## src/rtl/timer_dev.sv

```systemverilog
// ---------------------------------------------------------------------------
// timer_dev
//   Memory-mapped countdown timer feeding CP0 HWInt[2]. Software programs it
//   through the system bridge with word accesses at offsets 0x0/0x4/0x8.
//   A four-state FSM (IDLE/LOAD/CNT/INT) loads PRESET into COUNT, counts
//   down to zero and raises an interrupt either once (mode 0) or
//   periodically with auto-reload (mode 1).
//
//   Register map (addr[3:2]):
//     0x0 CTRL   [0] EN, [2:1] MODE (01 periodic, else one-shot), [3] IM
//     0x4 PRESET read/write reload value
//     0x8 COUNT  read-only current count
//     0xC        reads 0, writes ignored
//
// Ports:
//   clk    in   system clock
//   reset  in   synchronous, active-high reset
//   addr   in   [31:0] byte address; hit when addr[31:4] == BASE_ADDR[31:4]
//   we     in   write strobe, effective only on an address hit
//   wdata  in   [31:0] write data
//   rdata  out  [31:0] combinational read data selected by addr[3:2]
//   irq    out  interrupt request (irq_flag gated by CTRL.IM)
// ---------------------------------------------------------------------------
module timer_dev #(
    parameter logic [31:0] BASE_ADDR = 32'h0000_7F00
) (
    input  logic        clk,
    input  logic        reset,
    input  logic [31:0] addr,
    input  logic        we,
    input  logic [31:0] wdata,
    output logic [31:0] rdata,
    output logic        irq
);

    typedef enum logic [1:0] {
        IDLE = 2'd0,
        LOAD = 2'd1,
        CNT  = 2'd2,
        INT  = 2'd3
    } state_t;

    state_t      state, state_nx;

    logic        ctrl_en;
    logic [1:0]  ctrl_mode;
    logic        ctrl_im;
    logic [31:0] preset;
    logic [31:0] count, count_nx;
    logic        irq_flag;

    logic        hit;
    logic [1:0]  sel;
    logic        wr_ctrl;
    logic        wr_preset;

    logic        flag_set;
    logic        flag_clr_fsm;
    logic        en_clr;

    // Byte-lane bits are irrelevant for word-only register accesses.
    logic        unused_addr_bits;
    assign unused_addr_bits = ^addr[1:0];

    // ------------------------------------------------------------------
    // Address decode
    // ------------------------------------------------------------------
    assign hit       = (addr[31:4] == BASE_ADDR[31:4]);
    assign sel       = addr[3:2];
    assign wr_ctrl   = we && hit && (sel == 2'd0);
    assign wr_preset = we && hit && (sel == 2'd1);

    // ------------------------------------------------------------------
    // FSM state register
    // ------------------------------------------------------------------
    always_ff @(posedge clk) begin
        if (reset) begin
            state <= IDLE;
        end else begin
            state <= state_nx;
        end
    end

    // ------------------------------------------------------------------
    // FSM next-state and datapath controls. EN and MODE are taken from the
    // registered CTRL, so a write on this edge is only seen on the next one.
    // ------------------------------------------------------------------
    always_comb begin
        state_nx     = state;
        count_nx     = count;
        flag_set     = 1'b0;
        flag_clr_fsm = 1'b0;
        en_clr       = 1'b0;
        case (state)
            IDLE: begin
                if (ctrl_en) begin
                    state_nx = LOAD;
                end
            end
            LOAD: begin
                count_nx = preset;
                state_nx = CNT;
            end
            CNT: begin
                if (!ctrl_en) begin
                    state_nx = IDLE;
                end else if (count > 32'd1) begin
                    count_nx = count - 32'd1;
                end else begin
                    // Covers COUNT == 0 (PRESET of 0) so COUNT never wraps.
                    count_nx = '0;
                    flag_set = 1'b1;
                    state_nx = INT;
                end
            end
            INT: begin
                if (ctrl_mode == 2'b01) begin
                    flag_clr_fsm = 1'b1;
                    state_nx     = LOAD;
                end else begin
                    en_clr   = 1'b1;
                    state_nx = IDLE;
                end
            end
            default: begin
                state_nx = IDLE;
            end
        endcase
    end

    // ------------------------------------------------------------------
    // CTRL register: a software write beats the one-shot EN auto-clear.
    // ------------------------------------------------------------------
    always_ff @(posedge clk) begin
        if (reset) begin
            ctrl_en   <= 1'b0;
            ctrl_mode <= 2'b00;
            ctrl_im   <= 1'b0;
        end else if (wr_ctrl) begin
            ctrl_en   <= wdata[0];
            ctrl_mode <= wdata[2:1];
            ctrl_im   <= wdata[3];
        end else if (en_clr) begin
            ctrl_en   <= 1'b0;
        end
    end

    // ------------------------------------------------------------------
    // PRESET register; COUNT picks up a new value only at the next LOAD.
    // ------------------------------------------------------------------
    always_ff @(posedge clk) begin
        if (reset) begin
            preset <= '0;
        end else if (wr_preset) begin
            preset <= wdata;
        end
    end

    // ------------------------------------------------------------------
    // COUNT register (changes only through LOAD and CNT)
    // ------------------------------------------------------------------
    always_ff @(posedge clk) begin
        if (reset) begin
            count <= '0;
        end else begin
            count <= count_nx;
        end
    end

    // ------------------------------------------------------------------
    // Interrupt flag: the FSM set has priority over any clear, including
    // the clear caused by a software write to CTRL or PRESET.
    // ------------------------------------------------------------------
    always_ff @(posedge clk) begin
        if (reset) begin
            irq_flag <= 1'b0;
        end else if (flag_set) begin
            irq_flag <= 1'b1;
        end else if (wr_ctrl || wr_preset || flag_clr_fsm) begin
            irq_flag <= 1'b0;
        end
    end

    assign irq = irq_flag & ctrl_im;

    // ------------------------------------------------------------------
    // Read mux
    // ------------------------------------------------------------------
    always_comb begin
        rdata = '0;
        case (sel)
            2'd0:    rdata = {28'd0, ctrl_im, ctrl_mode, ctrl_en};
            2'd1:    rdata = preset;
            2'd2:    rdata = count;
            default: rdata = '0;
        endcase
    end

endmodule

```

## config.mk

```make
export PLATFORM = sky130hd
export DESIGN_NAME = timer_dev
export DESIGN_NICKNAME = d
export VERILOG_FILES = /design/src/rtl/timer_dev.sv
export SDC_FILE = /design/constraint.sdc
export NUM_CORES = 1
export LEC_CHECK = 0
export ABC_AREA = 1
export BUFFER_PORTS_ARGS = -buffer_cell sky130_fd_sc_hd__buf_2
export CAP_MARGIN = 20
export CORE_MARGIN = 4
export CORE_UTILIZATION = 55
export CTS_CLUSTER_SIZE = 40
export DETAILED_ROUTE_END_ITERATION = 6
export PLACE_DENSITY = 0.86
export SLEW_MARGIN = 15
export SYNTH_ARGS = -nofsm -noshare
export SYNTH_HDL_FRONTEND = slang
export SYNTH_SLANG_ARGS = --single-unit
```

## constraint.sdc

```tcl
create_clock -name clk -period 2 [get_ports clk]
set_input_delay 0.2 -clock clk [delete_from_list [all_inputs] [get_ports clk]]
set_output_delay 0.2 -clock clk [all_outputs]
set_load 0.005 [all_outputs]
```

==> flow_metrics.py <==
metrics = {
    "status": {
        "outcome": "complete, no violations",
    },
    "logic_synthesis": {
        "ys_top_cells_by_area": "dfxtp_1 (33%), nand2_1 (13%), nor2_1 (11%)",
        "yosys_most_used_dff": "dfxtp_1",
        "synth_nets": 769,
        "synth_edf_count": 0,
        "synth_top_area_share_pct": 32.6,
        "netlist_instances": 700,
        "netlist_area_um2": 4360,
        "ys_ff_latch": 71,
        "ys_async_sr_fraction_pct": 0,
        "postSynthAreaPerCell_um2": 6.23,
        "ys_types": 31,
        "synth.top_cells.by_count": "nand2_1 (151), nor2_1 (129), inv_1 (85)",
        "yosysTopAreaCell": "dfxtp_1",
        "synth.most_common_cell": "nand2_1",
        "ys_seq_area_share_pct": 32.6,
        "yosys_warnings": 0,
    },
    "cells_and_area": {
        "final_core_util_pct": 65.7,
        "finalNetCount": 854,
        "antenna-diode-count": 0,
        "final_area_um2": 5080,
        "final_layout_size_suffix_gt1_share_pct": 20.9,
        "syn_to_final_growth_pct": 16.5,
    },
    "route": {
        "postRouteWirelength_mm": 11.5,
        "ant_nets": 0,
        "avgRoutedWirePerCell_um": 12.9,
        "via_count": 4746,
        "post_drt_via_cell_ratio": 5.32,
        "firstDrtPassIters": 6,
        "drc": 0,
        "drt_iter0_drc": 345,
    },
    "worst_setup_path": {
        "crit_path_cell_trace": "inv_1 -> ha_1 -> nand2_2 -> nor2_4 -> nand2_2 -> nand2_2 -> a21boi_4 -> buf_4 -> nand3_1 -> a21oi_1",
        "slowest_stage": "dfxtp_1",
        "reg2reg_depth": 10,
        "crit_top_cell": "nand2_2",
        "path_depth": 10,
        "crit_arrival_ns": 2.11,
        "path_max_fanout": 19,
        "cp_top_family": "simple AND/OR/NAND/NOR gates",
        "crit_path_end_kind": "register",
        "worstSetupStartpointType": "register",
        "path_class": "register to register",
        "required_ns": 2.28,
        "crit_buf_inv": 2,
        "cp_slowest_stage_delay_ns": 0.36,
    },
    "sta": {
        "hold_viol": 0,
        "drv_slew": 0,
        "finClkSkew_ns": 0.0127,
        "setup_viol": 0,
        "fin_tns_setup_ns": 0,
        "finalCritPeriodShare_pct": 91.7,
        "min_period_ns": 1.83,
        "holdWs_ns": 0.0477,
        "tightest_slew_ns": 0.626,
        "relSlewSlack_pct": 58.2,
        "fmax_mhz": 545,
        "grt_setup_unrepaired": "no",
    },
    "floorplanning": {
        "initial_core_util_pct": 56.4,
        "die_area_um2": 9420,
        "num_rows": 32,
        "pin_count": 100,
        "die_h_um": 97.0,
        "core_area_um2": 7730,
        "die_w_um": 97.0,
    },
    "min_path": {
        "hold_class": "input pin to register",
        "holdPathStages": 2,
    },
    "grt": {
        "overflow": 0,
        "grt_util_all_layers_pct": 24.3,
        "grt_pass1_vias": 4349,
        "grt_antenna_before_repair": 0,
        "grt_pass1_wl_mm": 19.5,
        "grt_max_degree": 70,
    },
    "clock_network": {
        "cts_resized": 0,
        "cts_buffers": 9,
        "htreeDepth": 3,
        "cts_root_buf": "clkbuf_8",
        "path_clk_slew_ns": 0.07,
        "hold_buffers": 0,
        "cts.sinks": 71,
        "post_cts_buffers": 0,
        "clk_latency_ns": 0.35,
        "cts_tree": "yes",
        "cts.path.max_buffers": 2,
    },
    "power_and_ir_drop": {
        "powerDensity_nw_per_um2": 503,
        "power_mw": 2.55,
        "p_leak_nw": 2.54,
        "irDropWorstVdd_uv": 375,
    },
    "placement": {
        "dp_hpwl_mm": 8.15,
        "finalWeightedCongestion": 0.939,
        "io_buffers": 97,
        "placed_area_um2": 4910,
    },
    "run": {
        "maxCapViolCount": 0,
    },
}
-- routing by layer --
| metal | vias to the layer above | GRT usage (%) | wire [µm] |
|---|---|---|---|
| li1 | 2428 | - | - |
| met1 | 2104 | 32.6 | 5260 |
| met2 | 188 | 39.6 | 5310 |
| met3 | 26 | 3.46 | 722 |
| met4 | 0 | 8.86 | 232 |
| met5 | - | 0 | 0 |
-- layout make-up --
| class | count | area, µm² |
|---|---|---|
| inverter | 86 | 323 |
| timing repair buffer | 106 | 566 |
| multi-input combinational | 511 | 2470 |
| clock buffer | 13 | 149 |
| sequential | 71 | 1420 |
| clock inverter | 3 | 18.8 |
| fill | 700 | 2650 |
| tap | 102 | 128 |
-- metrics by stage --
stage | std cells | setup slack, ns
3_3_place_gp | 876 | 0.291
4_1_cts | 892 | 0.170
6_report | 892 | 0.166
5_1_grt | 892 | 0.0155
3_5_place_dp | 876 | 0.198
2_1_floorplan | 700 | 0.461
-- state kept, by name, indices dropped and copies added, names as in the netlist --
name / cells
count: 32
preset: 32
ctrl_mode: 2
state: 2
ctrl_en: 1
ctrl_im: 1
irq_flag: 1
-- cells in the final DEF (no fill, tap or decap), drive strengths merged --
| cell type | synthesis | layout |
|---|---|---|
| ha | 2 | 2 |
| a21oi | 36 | 36 |
| buf | 11 | 106 |
| a21boi | 1 | 1 |
| nand4 | 6 | 6 |
| o311ai | 1 | 1 |
| nor3 | 4 | 4 |
| clkbuf | 21 | 13 |
| nand2 | 159 | 159 |
| dfxtp | 71 | 71 |
| xor2 | 7 | 7 |
| nand3b | 1 | 1 |
| nand3 | 40 | 40 |
| o221ai | 4 | 4 |
| nor2 | 143 | 143 |
| o211ai | 2 | 2 |
| a31oi | 1 | 1 |
| o21ai | 75 | 75 |
| inv | 86 | 86 |
| o22ai | 28 | 28 |
| or2 | 1 | 1 |
| clkinv | 0 | 3 |
-- cells by family after synthesis --
logic type                 after synthesis  synth area share [%]
AOI/OAI and AO/OA                      148                  19.8
and+or+nand+nor                        354                  34.9
DFF                                     71                  32.6
xor gates and xnor gates                 7                  1.41
adders and majority gates                2                 0.574
buffers and inverters                  118                  10.8
-- where the power goes --
part	internal [mW]	total, mW	switching [mW]	leakage (nW)
combinational	0.0589	0.128	0.0690	1.88
clock	0.484	1.01	0.530	0.0874
sequential	1.41	1.41	0.0000394	0.571
total	1.96	2.55	0.599	2.54
-- path summary, 6_finish.rpt --
path	from	to	slack, ns
setup / recovery	count[0]	count[29]	0.17
hold / removal	reset	state[1]	0.05
setup reg to reg	count[0]	count[29]	0.17
hold reg to reg	ctrl_en	ctrl_en	0.53
Note: power is estimated with default switching activity, not from simulation.
